### config.mk
export PLATFORM = sky130hd
export DESIGN_NAME = ps2_rx_flat
export DESIGN_NICKNAME = d
export VERILOG_FILES = /design/src/rtl/ps2_pkg.sv /design/src/rtl/ps2_rx_if.sv /design/src/rtl/ps2_filter.sv /design/src/rtl/ps2_rx.sv /design/src/flat_wrapper.sv
export SDC_FILE = /design/constraint.sdc
export NUM_CORES = 1
export LEC_CHECK = 0
export CORE_MARGIN = 2
export CORE_UTILIZATION = 55
export CTS_CLUSTER_SIZE = 20
export DETAILED_ROUTE_END_ITERATION = 6
export PLACE_DENSITY = 0.75
export SYNTH_ARGS = -nofsm -noshare
export SYNTH_HDL_FRONTEND = slang
export SYNTH_HIERARCHICAL = 1
export SYNTH_SLANG_ARGS = --single-unit
### constraint.sdc
create_clock -name clk -period 4.3 [get_ports clk]
set_input_delay 0.43 -clock clk [delete_from_list [all_inputs] [get_ports clk]]
set_output_delay 0.43 -clock clk [all_outputs]
set_load 0.01 [all_outputs]
### src/rtl/ps2_pkg.sv
// Shared PS/2 receiver types and frame constants.
package ps2_pkg;
  localparam int   DATA_BITS = 8;
  localparam logic START_BIT = 1'b0;
  localparam logic STOP_BIT  = 1'b1;

  typedef enum logic [1:0] {IDLE, DATA, PARITY, STOP} ps2_state_e;
endpackage

### src/rtl/ps2_rx_if.sv
// Received-byte bus from the PS/2 receiver to its consumer.
interface ps2_rx_if;
  logic [7:0] d_o;
  logic       d_valid;
  logic       parity_err;
  logic       frame_err;

  modport master (output d_o, d_valid, parity_err, frame_err);
  modport slave  (input  d_o, d_valid, parity_err, frame_err);
endinterface

### src/rtl/ps2_filter.sv
// Pad synchronizers, ps2_clk glitch filter and falling-edge strobe.
module ps2_filter #(
  parameter int FILTER_LEN = 8
) (
  input  logic clk,
  input  logic rst_n,
  input  logic ps2_clk,
  input  logic ps2_data,
  output logic fall_o,
  output logic data_o
);
  localparam int CW = $clog2(FILTER_LEN + 1);

  logic [1:0]    clk_sync, dat_sync;
  logic          filt;
  logic [CW-1:0] cnt;

  always_ff @(posedge clk or negedge rst_n) begin
    if (!rst_n) begin
      clk_sync <= 2'b11;
      dat_sync <= 2'b11;
      filt     <= 1'b1;
      cnt      <= '0;
      fall_o   <= 1'b0;
      data_o   <= 1'b1;
    end else begin
      clk_sync <= {clk_sync[0], ps2_clk};
      dat_sync <= {dat_sync[0], ps2_data};
      data_o   <= dat_sync[1];
      fall_o   <= 1'b0;
      // cnt tracks how many consecutive samples disagree with the filtered level
      if (clk_sync[1] != filt) begin
        if (cnt == CW'(FILTER_LEN - 1)) begin
          filt   <= clk_sync[1];
          cnt    <= '0;
          fall_o <= filt;
        end else begin
          cnt <= cnt + CW'(1);
        end
      end else begin
        cnt <= '0;
      end
    end
  end
endmodule

### src/rtl/ps2_rx.sv
// PS/2 device-to-host frame receiver: start, 8 data LSB first, odd parity, stop.
module ps2_rx
  import ps2_pkg::*;
#(
  parameter int CLK_HZ      = 50000000,
  parameter int FILTER_LEN  = 8,
  parameter int TIMEOUT_CYC = 50000
) (
  input  logic     clk,
  input  logic     internal_reset_n,
  input  logic     ps2_clk,
  input  logic     ps2_data,
  ps2_rx_if.master rx
);
  localparam int TW = $clog2(TIMEOUT_CYC + 1);

  // CLK_HZ only documents the clock the timing parameters were chosen for
  wire unused_clk_hz = ^CLK_HZ;

  logic fall, sample;

  ps2_filter #(.FILTER_LEN(FILTER_LEN)) u_filt (
    .clk      (clk),
    .rst_n    (internal_reset_n),
    .ps2_clk  (ps2_clk),
    .ps2_data (ps2_data),
    .fall_o   (fall),
    .data_o   (sample)
  );

  ps2_state_e    state_q, state_n;
  logic [2:0]    bit_q, bit_n;
  logic [7:0]    shift_q, shift_n;
  logic          par_q, par_n;
  logic [TW-1:0] tcnt_q, tcnt_n;
  logic [7:0]    d_q, d_n;
  logic          dv_q, dv_n, pe_q, pe_n, fe_q, fe_n;

  always_ff @(posedge clk or negedge internal_reset_n) begin
    if (!internal_reset_n) begin
      state_q <= IDLE;
      bit_q   <= '0;
      shift_q <= '0;
      par_q   <= 1'b0;
      tcnt_q  <= '0;
      d_q     <= '0;
      dv_q    <= 1'b0;
      pe_q    <= 1'b0;
      fe_q    <= 1'b0;
    end else begin
      state_q <= state_n;
      bit_q   <= bit_n;
      shift_q <= shift_n;
      par_q   <= par_n;
      tcnt_q  <= tcnt_n;
      d_q     <= d_n;
      dv_q    <= dv_n;
      pe_q    <= pe_n;
      fe_q    <= fe_n;
    end
  end

  always_comb begin
    state_n = state_q;
    bit_n   = bit_q;
    shift_n = shift_q;
    par_n   = par_q;
    d_n     = d_q;
    dv_n    = 1'b0;
    pe_n    = 1'b0;
    fe_n    = 1'b0;
    tcnt_n  = (state_q == IDLE || fall) ? '0 : tcnt_q + TW'(1);

    case (state_q)
      IDLE: if (fall && sample == START_BIT) begin
        state_n = DATA;
        bit_n   = '0;
        shift_n = '0;
      end
      DATA: if (fall) begin
        shift_n = {sample, shift_q[7:1]};
        bit_n   = bit_q + 3'd1;
        if (bit_q == 3'(DATA_BITS - 1)) state_n = PARITY;
      end
      PARITY: if (fall) begin
        par_n   = sample;
        state_n = STOP;
      end
      STOP: if (fall) begin
        state_n = IDLE;
        // a bad stop bit outranks a parity failure
        if (sample != STOP_BIT)      fe_n = 1'b1;
        else if (^{shift_q, par_q}) begin
          d_n  = shift_q;
          dv_n = 1'b1;
        end else                     pe_n = 1'b1;
      end
      default: state_n = IDLE;
    endcase

    // stalled mid-frame: drop the partial byte
    if (state_q != IDLE && !fall && tcnt_q == TW'(TIMEOUT_CYC - 1)) begin
      state_n = IDLE;
      fe_n    = 1'b1;
    end
  end

  assign rx.d_o        = d_q;
  assign rx.d_valid    = dv_q;
  assign rx.parity_err = pe_q;
  assign rx.frame_err  = fe_q;
endmodule

### src/flat_wrapper.sv
// flat-port wrapper written by rule: the top's interface ports become plain ports
module ps2_rx_flat import ps2_pkg::*;
#(
  parameter int CLK_HZ      = 50000000,
  parameter int FILTER_LEN  = 8,
  parameter int TIMEOUT_CYC = 50000
)
  (clk, internal_reset_n, ps2_clk, ps2_data, rx_d_o, rx_d_valid, rx_parity_err, rx_frame_err);
  ps2_rx_if rx_i ();
  input  logic clk;
  input  logic internal_reset_n;
  input  logic ps2_clk;
  input  logic ps2_data;
  output wire logic [$bits(rx_i.d_o)-1:0] rx_d_o;
  output wire logic [$bits(rx_i.d_valid)-1:0] rx_d_valid;
  output wire logic [$bits(rx_i.parity_err)-1:0] rx_parity_err;
  output wire logic [$bits(rx_i.frame_err)-1:0] rx_frame_err;
  assign rx_d_o = rx_i.d_o;
  assign rx_d_valid = rx_i.d_valid;
  assign rx_parity_err = rx_i.parity_err;
  assign rx_frame_err = rx_i.frame_err;
  ps2_rx #(.CLK_HZ(CLK_HZ), .FILTER_LEN(FILTER_LEN), .TIMEOUT_CYC(TIMEOUT_CYC)) u_core (.clk(clk), .internal_reset_n(internal_reset_n), .ps2_clk(ps2_clk), .ps2_data(ps2_data), .rx(rx_i));
endmodule
==> qor.yml, run 1 <==
outcome:
  status: "complete, no violations"
routing:
  detail_route.vias_per_cell: 5.71
  dr.pass1.iters: 4
  drtIter0Drc: 62
  wl_per_cell_um: 15.4
  wl_mm: 4.06
  drc_errors: 0
  ant_nets: 0
  via_count: 1502
timing:
  clock_skew_ns: 0.0112
  slew_headroom_pct: 13.5
  timing.final.ws_setup_ns: 2.06
  setup_viol: 0
  worst_pin_slew_ns: 1.28
  maxSlewViolCount: 0
  timing.fmax_mhz: 447
  setup_tns_ns: 0
  min_period_ns: 2.24
  min_period_over_period_pct: 52.1
  rsz0062_at_grt: "false"
  hold_viol_final: 0
global_route:
  grt_use_total_pct: 18.8
  grt_max_degree: 53
  grt_pass1_vias: 1523
  grt_overflow: 0
  grt_antenna_before_repair: 0
  grt_pass1_wl_mm: 7.16
finish:
  finalNonFillerCells: 263
  layout-drive-gt1-share_pct: 16.0
  diodes: 0
  synthToLayoutAreaGrowth_pct: 11.5
  register_area_um2: 1310
  multi_input_area_um2: 1000
  n_fill_cell: 311
  nNetsFinal: 224
setup_path:
  critical_path_peak_fanout: 11
  crit_required_ns: 4.54
  path_buf_inv: 1
  worstSetupPathType: "reg2reg"
  cpPeakStageDelay_ns: 1.02
  end_kind: "flip-flop"
  arrival_ns: 2.48
  crit_path_start_kind: "flip-flop"
  critical_path.slowest_cell: "o21ai_0"
  crit_family: "compound AO/OA/AOI/OAI gates"
  crit_chain: "inv_1 > ha_1 > o21ai_0 > mux2_2"
logic_synthesis:
  ys_types: 40
  synth_area_um2: 2350
  async_reset_ff_share_pct: 100
  yosysWarnings: 6
  synth_adder_area_share_pct: 4.25
  syn-num-nets: 208
  synth-edff-count: 0
  synth_ff_type: "dfrtp_1"
  postSynthAreaPerCell_um2: 12.0
  synth_seq_area_share_pct: 55.6
  synth_seq_cells: 52
  syn-instance-count: 196
  synthSimpleGateAreaFrac_pct: 14.8
  synth_top_family_by_area: "simple AND/OR/NAND/NOR gates"
  synth-compound-area-share_pct: 9.14
  synth_xor_area_share_pct: 7.55
  synth_mux_area_share_pct: 6.80
power:
  peakVddDrop_mv: 0.326
  p_sw_share_pct: 23.2
  powerDensity_nw_per_um2: 323
  p_leak_nw: 1.18
  power_frac_clock_pct: 31.9
  pwr-share-seq_pct: 62.1
  p_comb_share_pct: 6.0
  finalPower_w: 0.000849
  switching_power_w: 0.000197
  p_int_w: 0.000652
clock_tree:
  cts-root-buf: "clkbuf_8"
  clock_sinks: 52
  cts_buffers: 5
  cts_hold_buffers: 0
  clkSlewWorstSetupHoldPaths_ns: 0.09
  cts_setup_buffers: 0
  clock_latency_ns: 0.30
  cts_tree: "built"
  cts_max_level: 2
  cts_resized: 0
  cts_buffer_depth: 2
die:
  ios: 15
  core_area_um2: 4060
  die_h_um: 69.4
  die_w_um: 69.4
  rows: 23
  die_area_um2: 4820
  initial_core_util_pct: 58.0
job:
  max_cap_viol_count: 0
placement:
  gp_congestion: 0.872
  dp.cells: 255
  dp_slack_ns: 2.15
  io_buffers: 14
  dp_hpwl_mm: 2.86
hold_path:
  hold_path.class: "in2async"
## layout make-up
cell class	instances	area share (%)
tap	50	2.38
clock inverter	2	0.619
timing repair buffer	15	5.43
multi-input combinational	132	38.1
sequential	52	49.8
inverter	6	0.858
clock buffer	6	2.76
## worst register-to-register path: stages (launching register included)
cell,delay [ns]
dfrtp_1,0.43
inv_1,0.10
ha_1,0.31
o21ai_0,1.02
mux2_2,0.32
## layout by cell type (no fill, tap or decap), drive strengths merged, types with 3 or more instances in the layout
master,netlist,final
dfrtp,46,46
nor2,14,14
clkdlybuf4s50,0,13
nand3,12,12
mux2,11,11
a22o,10,10
xnor2,8,8
ha,8,8
nand2,7,7
xor2,7,7
inv,6,6
o21ai,6,6
dfstp,6,6
clkbuf,6,6
and3,5,5
a21oi,5,5
or3,4,4
or4,3,3
or2,3,3
nor2b,3,3
## flip-flops by register name, summed over array words and instances (netlist names), 2 cells and up
signal and cells:
u_core/shift_q 8, u_core/u_filt/dat_sync 2, u_core/u_filt/clk_sync 2, u_core/rx.d_o 8
u_core/bit_q 3, u_core/tcnt_q 16, u_core/u_filt/cnt 4, u_core/state_q 2
## logic make-up after synthesis
| group | count (synthesis) |
|---|---|
| simple gates | 64 |
| flops | 52 |
| compound gates | 30 |
| xor+xnor | 17 |
| mux | 13 |
| buf+inv | 12 |
| fa+ha+maj | 8 |
## power by group through the flow
stage,Sequential [W],Combinational [W],Clock (W)
floorplan,0.000532,0.0000334,0
global placement,0.000534,0.0000485,0
detailed placement,0.000537,0.0000515,0
CTS,0.000528,0.0000518,0.000283
global route,0.000529,0.0000602,0.000304
finish,0.000527,0.0000506,0.000271
## worst paths after layout
path                                                     start  slack, ns  cells past startpoint                                   to
min in group clk           u_core/u_filt/clk_sync[0]$_DFF_PN1_       0.36                      0  u_core/u_filt/clk_sync[1]$_DFF_PN1_
hold / removal                                internal_reset_n       0.23                      2          u_core/tcnt_q[14]$_DFF_PN0_
setup / recovery                 u_core/state_q[0]$_DFFE_PN0P_       2.06                      4          u_core/bit_q[0]$_DFFE_PN0P_
setup reg to reg                 u_core/state_q[0]$_DFFE_PN0P_       2.06                      4          u_core/bit_q[0]$_DFFE_PN0P_
hold reg to reg            u_core/u_filt/clk_sync[0]$_DFF_PN1_       0.36                      0  u_core/u_filt/clk_sync[1]$_DFF_PN1_
max in group asynchronous                     internal_reset_n       3.65                      2           u_core/tcnt_q[4]$_DFF_PN0_
## metrics by stage
stage / hold WS [ns] / instance area, um^2 / util, %
floorplan: 0.134 / 2350 / -
global placement: 0.346 / 2540 / 62.5
detailed placement: 0.347 / 2540 / 62.5
CTS: 0.247 / 2630 / 64.7
global route: 0.273 / 2630 / 64.7
finish: 0.226 / 2630 / 64.7
## synth_stat cells (2+ instances only)
| library cell | n | area, um^2 |
|---|---|---|
| a21boi_0 | 2 | 15.0 |
| a21oi_1 | 5 | 25.0 |
| a22o_1 | 10 | 87.6 |
| and2_1 | 2 | 12.5 |
| and3_1 | 5 | 31.3 |
| clkbuf_1 | 6 | 22.5 |
| dfrtp_1 | 46 | 1150 |
| dfstp_2 | 6 | 158 |
| ha_1 | 8 | 100 |
| inv_1 | 6 | 22.5 |
| mux2_2 | 10 | 113 |
| nand2_1 | 7 | 26.3 |
| nand3_1 | 12 | 60.1 |
| nand4_1 | 2 | 12.5 |
| nand4b_1 | 2 | 17.5 |
| nor2_1 | 14 | 52.6 |
| nor2b_1 | 3 | 18.8 |
| nor3b_1 | 2 | 15.0 |
| o21ai_0 | 6 | 30.0 |
| o31ai_1 | 2 | 15.0 |
| or2_2 | 3 | 18.8 |
| or3_1 | 4 | 25.0 |
| or4_1 | 3 | 22.5 |
| xnor2_1 | 8 | 70.1 |
| xor2_1 | 7 | 61.3 |
## metal layers
metal / wire length (um) / vias up / part of all wire (%) / global-route usage (%)
li1: - / 728 / - / -
met1: 1920 / 751 / 47 / 26.1
met2: 1980 / 15 / 49 / 28.7
met3: 97 / 8 / 2.4 / 4.51
met4: 72 / 0 / 1.8 / 7.19
met5: 0 / - / 0 / 0
Note: power is estimated with default switching activity, not from simulation.
==> inputs of run 2 (changes only) <==
==> constraint.sdc (replaced) <==
create_clock -name clk -period 2.3 [get_ports clk]
set_input_delay 0.23 -clock clk [delete_from_list [all_inputs] [get_ports clk]]
set_output_delay 0.23 -clock clk [all_outputs]
set_load 0.01 [all_outputs]
==> run 2 against run 1 <==
Cell count rose by 0.38%. Cell area up 0.91%. Global-route usage grew 0.52 points. Non-clock buffer count rose by 1. Via count up 2.3%. Critical path depth rose by 2. Sequential share of layout area decreased by 0.45 points. Setup slack worse by 1.8 ns. Worst hold slack better by 0.10 ns. Critical path type unchanged. Highest routed layer unchanged.
==> qor.yml, run 2 (synthesis gave the netlist of run 1 again) <==
routing:
  drc_errors: 0  # unchanged
  wl_met2_mm: 2.14  # +8.6%
  drtIter0Drc: 93  # +50%
  wl_met1_mm: 1.89  # -1.3%
  wl_met3_um: 106  # +9.3%
  ant_nets: 0  # unchanged
  dr.pass1.iters: 4  # unchanged
  via_count: 1537  # +2.3%
  wl_per_cell_um: 15.9  # +3.2%
  wl_mm: 4.21  # +3.6%
  detail_route.vias_per_cell: 5.82  # +1.9%
  top_layer: "met4"
timing:
  holdWs_ns: 0.330  # +0.104 ns
  timing.final.ws_setup_ns: 0.288  # -1.77 ns
  maxSlewViolCount: 0  # unchanged
  timing.fmax_mhz: 497  # +11%
  worst_pin_slew_ns: 0.794  # -0.490 ns
  setup_viol: 0  # unchanged
  rsz0062_at_grt: "false"
  hold_viol_final: 0  # unchanged
  min_period_ns: 2.01  # -0.227 ns
  slew_headroom_pct: 46.7  # +33 points
  clock_skew_ns: 0.00786  # -0.00335 ns
  min_period_over_period_pct: 87.5  # +35 points
  setup_tns_ns: 0  # unchanged
finish:
  regMostFlops: "u_core/tcnt_q"
  multi_input_area_um2: 1000  # unchanged
  synthToLayoutAreaGrowth_pct: 12.5
  nNetsFinal: 225  # +0.45%
  layout_common_cells: "dfrtp_1 (46), nor2_1 (14), clkdlybuf4s50_1 (13)"
  layout-drive-gt1-share_pct: 16.4  # +0.39 points
  n_fill_cell: 293  # -5.8%
  layout_commonest_cell: "dfrtp_1"
  diodes: 0  # unchanged
  largest_reg_flops: 16  # unchanged
  register_area_um2: 1310  # unchanged
global_route:
  grt_overflow: 0  # unchanged
  grt_antenna_before_repair: 0  # unchanged
  grt_pass1_vias: 1594  # +4.7%
  grt_max_degree: 28  # -47%
  grt_pass1_wl_mm: 7.45  # +4.2%
  grt_use_total_pct: 19.3  # +0.52 points
placement:
  dp_slack_ns: 0.168  # -1.98 ns
  gp_congestion: 0.773  # -11%
  io_buffers: 14  # unchanged
  dp_hpwl_mm: 2.91  # +1.6%
die:
  core_area_um2: 4060  # unchanged
  ios: 15  # unchanged
  rows: 23  # unchanged
  initial_core_util_pct: 58.0  # unchanged
  die_h_um: 69.4  # unchanged
  die_w_um: 69.4  # unchanged
  die_area_um2: 4820  # unchanged
setup_path:
  end_kind: "flip-flop"
  reg2reg_from: "u_core/state_q[0]$_DFFE_PN0P_"
  r2r_cells: 6  # +2
  crit_required_ns: 2.49  # -2.05 ns
  worstSetupPathType: "reg2reg"
  crit_path_start_kind: "flip-flop"
  r2r_end: "u_core/state_q[0]$_DFFE_PN0P_"
  arrival_ns: 2.20  # -0.28 ns
  critical_path_peak_fanout: 8  # -3
  reg2reg_slack_ns: 0.29  # -1.77 ns
clock_tree:
  clkSlewWorstSetupHoldPaths_ns: 0.09  # about the same
  cts-root-buf: "clkbuf_8"
  clock_sinks: 52  # unchanged
  clock_latency_ns: 0.30  # about the same
  cts_setup_buffers: 0  # unchanged
  cts_buffers: 5  # unchanged
  cts_buffer_depth: 2  # unchanged
  cts_max_level: 2  # unchanged
  cts_tree: "built"
hold_path:
  hold_path_end: "u_core/u_filt/dat_sync[0]$_DFF_PN1_"
  min_path_cells: 1
  hold_start: "ps2_data"
  hold_path.class: "in2reg"
power:
  p_leak_nw: 1.19  # +1.0%
  p_comb_share_pct: 6.2  # +0.2 points
  p_sw_share_pct: 23.6  # +0.44 points
  powerDensity_nw_per_um2: 604  # +87%
  switching_power_w: 0.000378  # +92%
  pwr-share-seq_pct: 61.7  # -0.4 points
  power_frac_clock_pct: 32.1  # +0.2 points
  peakVddDrop_mv: 0.359  # +10%
  p_int_w: 0.00122  # +87%
outcome:
  status: "complete, no violations"
job:
  max_cap_viol_count: 0  # unchanged
==> run 2: final cells by class <==
type / instances / share of cell area [%]
tap: 50 / 2.36
multi-input combinational: 132 / 37.8
sequential: 52 / 49.4
timing repair buffer: 16 / 6.23
clock buffer: 5 / 2.60
inverter: 6 / 0.850
clock inverter: 3 / 0.803
==> run 2: how the worst max path moves through the flow <==
stage | startpoint | endpoint | slack (ns) | cells past startpoint
floorplan | u_core/tcnt_q[5]$_DFF_PN0_ | u_core/state_q[0]$_DFFE_PN0P_ | 0.47 | 4
global placement | u_core/state_q[0]$_DFFE_PN0P_ | u_core/bit_q[0]$_DFFE_PN0P_ | 0.30 | 4
detailed placement | u_core/state_q[0]$_DFFE_PN0P_ | u_core/bit_q[0]$_DFFE_PN0P_ | 0.17 | 4
CTS | u_core/state_q[0]$_DFFE_PN0P_ | u_core/bit_q[0]$_DFFE_PN0P_ | 0.14 | 4
global route | u_core/state_q[0]$_DFFE_PN0P_ | u_core/state_q[0]$_DFFE_PN0P_ | 0.16 | 6
finish | u_core/state_q[0]$_DFFE_PN0P_ | u_core/state_q[0]$_DFFE_PN0P_ | 0.29 | 6
==> run 2: worst max-delay path: stages (launching register included) <==
cell	delay, ns
dfrtp_1	0.42
inv_1	0.09
ha_1	0.31
nor4_1	0.34
nand3_1	0.17
or2_2	0.34
a31o_2	0.24
==> run 2: timing repair <==
action / 4_1_cts / 5_1_grt
resized for setup: 0 / 1
hold endpoints to repair: 25 / 0
hold buffers: 1 / 0
endpoints found under the setup margin: 0 / 11
==> run 2: power by group through the flow <==
stage	Clock, W	Sequential, W	Combinational, W
after global routing	0.000569	0.000992	0.000112
after detailed placement	0	0.00100	0.000100
final	0.000514	0.000988	0.0000990
after global placement	0	0.00100	0.0000941
after CTS	0.000534	0.000987	0.000103
after floorplan	0	0.000995	0.0000625
==> run 2: metal layers <==
| layer | vias to the layer above | GRT usage (%) |
|---|---|---|
| met2 | 32 | 32.1 |
| met3 | 8 | 3.78 |
| met1 | 773 | 25.5 |
| li1 | 724 | - |
| met4 | 0 | 6.54 |
| met5 | - | 0 |
==> run 2: stage by stage <==
step	cells	util, %	power [W]	area (um^2)
detailed placement	255	62.8	0.00111	2550
CTS	264	65.3	0.00162	2650
finish	264	65.3	0.00160	2650
global placement	255	62.8	0.00109	2550
global route	264	65.3	0.00167	2650
floorplan	196	-	0.00106	2350
==> inputs of run 3 (changes only) <==
--- a/config.mk
+++ b/config.mk
@@ -5,7 +5,6 @@
 export SDC_FILE = /design/constraint.sdc
 export NUM_CORES = 1
 export LEC_CHECK = 0
-export CORE_MARGIN = 2
 export CORE_UTILIZATION = 55
 export CTS_CLUSTER_SIZE = 20
 export DETAILED_ROUTE_END_ITERATION = 6
==> run 3 against run 2 <==
Largest cell class unchanged. Flip-flop and latch count unchanged. Critical path type unchanged. Setup slack worse by 0.026 ns. Clock skew down 0.0014 ns. Cell count up 0.38%. Core utilization up 0.34 points. Critical path depth down 2. Global-route usage up 2.2 points. Wire length up 1.0%.
==> qor.yml, run 3 (synthesis gave the netlist of run 1 again) <==
setup_path:
  critical_path.slowest_cell: "xnor3_2"
  cpPeakStageDelay_ns: 0.51  # +0.09 ns
  arrival_ns: 2.22  # +0.02 ns
  end_kind: "flip-flop"
  crit_required_ns: 2.48  # about the same
  worstSetupPathType: "reg2reg"
  critical_path_peak_fanout: 9  # +1
  crit_path_start_kind: "flip-flop"
  crit_chain: "xor2_1 > xnor3_2 > mux2i_4 > mux2_2"
timing:
  clock_skew_ns: 0.00651  # -0.00135 ns
  slew_headroom_pct: 43.0  # -3.8 points
  worst_pin_slew_ns: 0.847  # +0.0528 ns
  maxSlewViolCount: 0  # unchanged
  setup_tns_ns: 0  # unchanged
  hold_viol_final: 0  # unchanged
  setup_viol: 0  # unchanged
  rsz0062_at_grt: "false"
  timing.fmax_mhz: 491  # -1.3%
  min_period_over_period_pct: 88.6  # +1.1 points
  min_period_ns: 2.04  # +0.0262 ns
clock_tree:
  cts-root-buf: "clkbuf_8"
  cts_buffers: 5  # unchanged
  clock_latency_ns: 0.30  # about the same
  cts_buffer_depth: 2  # unchanged
  cts_tree: "built"
  cts_resized: 0  # unchanged
  cts_max_level: 2  # unchanged
  cts_setup_buffers: 0  # unchanged
  clkSlewWorstSetupHoldPaths_ns: 0.09  # about the same
  cts_hold_buffers: 1  # unchanged
  clock_sinks: 52  # unchanged
die:
  die_area_um2: 4550  # -5.7%
  ios: 15  # unchanged
  core_area_um2: 4060  # unchanged
  die_h_um: 67.4  # -2.9%
  die_w_um: 67.4  # -2.9%
  initial_core_util_pct: 58.0  # unchanged
  rows: 23  # unchanged
placement:
  dp.cells: 256  # +0.39%
  dp_hpwl_mm: 3.14  # +7.9%
  io_buffers: 14  # unchanged
  gp_congestion: 0.781  # +1.0%
finish:
  largest_reg_flops: 16  # unchanged
  nNetsFinal: 226  # +0.44%
  finalNonFillerCells: 265  # +0.38%
  diodes: 0  # unchanged
  regMostFlops: "u_core/tcnt_q"
  layout-drive-gt1-share_pct: 16.7  # +0.39 points
  n_fill_cell: 306  # +4.4%
  layout_commonest_cell: "dfrtp_1"
  synthToLayoutAreaGrowth_pct: 13.1
  utilization_pct: 65.6  # +0.34 points
  layout_common_cells: "dfrtp_1 (46), nor2_1 (14), clkdlybuf4s50_1 (13)"
power:
  power_frac_clock_pct: 32.9  # +0.8 points
  pwr-share-seq_pct: 60.9  # -0.8 points
  p_comb_share_pct: 6.2  # about the same
  p_sw_share_pct: 22.7  # -0.91 points
  p_leak_nw: 1.20  # +0.94%
  powerDensity_nw_per_um2: 608  # +0.72%
  switching_power_w: 0.000368  # -2.7%
  p_int_w: 0.00125  # +2.4%
  peakVddDrop_mv: 0.557  # +55%
routing:
  dr.pass1.iters: 4  # unchanged
  detail_route.vias_per_cell: 5.80  # -0.31%
  via_count: 1538  # +0.065%
  wl_mm: 4.25  # +1.0%
  drtIter0Drc: 54  # -42%
  drc_errors: 0  # unchanged
  ant_nets: 0  # unchanged
  wl_per_cell_um: 16.0  # +0.64%
outcome:
  status: "complete, no violations"
hold_path:
  hold_path.class: "in2reg"
global_route:
  grt_use_total_pct: 21.5  # +2.2 points
  grt_max_degree: 28  # unchanged
  grt_antenna_before_repair: 0  # unchanged
  grt_overflow: 0  # unchanged
  grt_pass1_vias: 1574  # -1.3%
  grt_pass1_wl_mm: 7.16  # -4.0%
job:
  max_cap_viol_count: 0  # unchanged
## run 3: cell types whose count changed in the layout (fill, tap and decap cells not counted)
cell / change
buf_4: +1
clkinvlp_4: -1
o21ai_0: +1
o21ai_1: -1
clkbuf_8: +1
## run 3: final cells by class
type / count / area, um^2 / share of cell area, %
Inverter: 6 / 22.5 / 0.845
Tap cell: 50 / 62.6 / 2.35
Clock inverter: 2 / 13.8 / 0.517
Clock buffer: 6 / 82.6 / 3.10
Sequential cell: 52 / 1310 / 49.1
Multi-Input combinational cell: 132 / 1000 / 37.6
Timing Repair Buffer: 17 / 173 / 6.48
## run 3: per-layer routing
metal	vias up	wire, um	track usage [%]
li1	731	-	-
met1	774	1890	28.0
met2	28	2200	36.0
met3	5	123	4.22
met4	0	36	7.18
met5	-	0	0
## run 3: final timing paths
path                                                startpoint                                   to  slack (ns)  cells after the start
min reg2reg                u_core/u_filt/dat_sync[0]$_DFF_PN1_  u_core/u_filt/dat_sync[1]$_DFF_PN1_        0.36                      0
min in group asynchronous                     internal_reset_n             u_core/par_q$_DFFE_PN0P_        0.46                      2
max reg2reg                      u_core/shift_q[2]$_DFFE_PN0P_         u_core/rx.d_o[7]$_DFFE_PN0P_        0.26                      4
max in group asynchronous                     internal_reset_n       u_core/u_filt/data_o$_DFF_PN1_        1.21                      3
max                              u_core/shift_q[2]$_DFFE_PN0P_         u_core/rx.d_o[7]$_DFFE_PN0P_        0.26                      4
min                                                   ps2_data  u_core/u_filt/dat_sync[0]$_DFF_PN1_        0.33                      1
## run 3: critical path, delay by kind of cell (launching register included)
kind / cells / cell delay [ns]
multiplexers: 2 / 0.77
XOR/XNOR: 2 / 0.71
flip-flops: 1 / 0.44
## run 3: metrics by stage
stage	hold slack (ns)	cell area [um^2]	total power, W	worst slack [ns]
after floorplan	-0.0656	2350	0.00106	0.465
after global placement	0.255	2560	0.00109	0.431
after detailed placement	0.263	2560	0.00111	0.257
after CTS	0.321	2660	0.00164	0.236
after global routing	0.313	2660	0.00170	0.175
final	0.330	2660	0.00162	0.262
## run 3: power by group through the flow
stage	registers [W]	clock network [W]	logic, W
final	0.000987	0.000533	0.000100
after global routing	0.000994	0.000590	0.000112
after CTS	0.000987	0.000552	0.000104
after detailed placement	0.00101	0	0.000102
after global placement	0.000998	0	0.0000929
after floorplan	0.000995	0	0.0000625
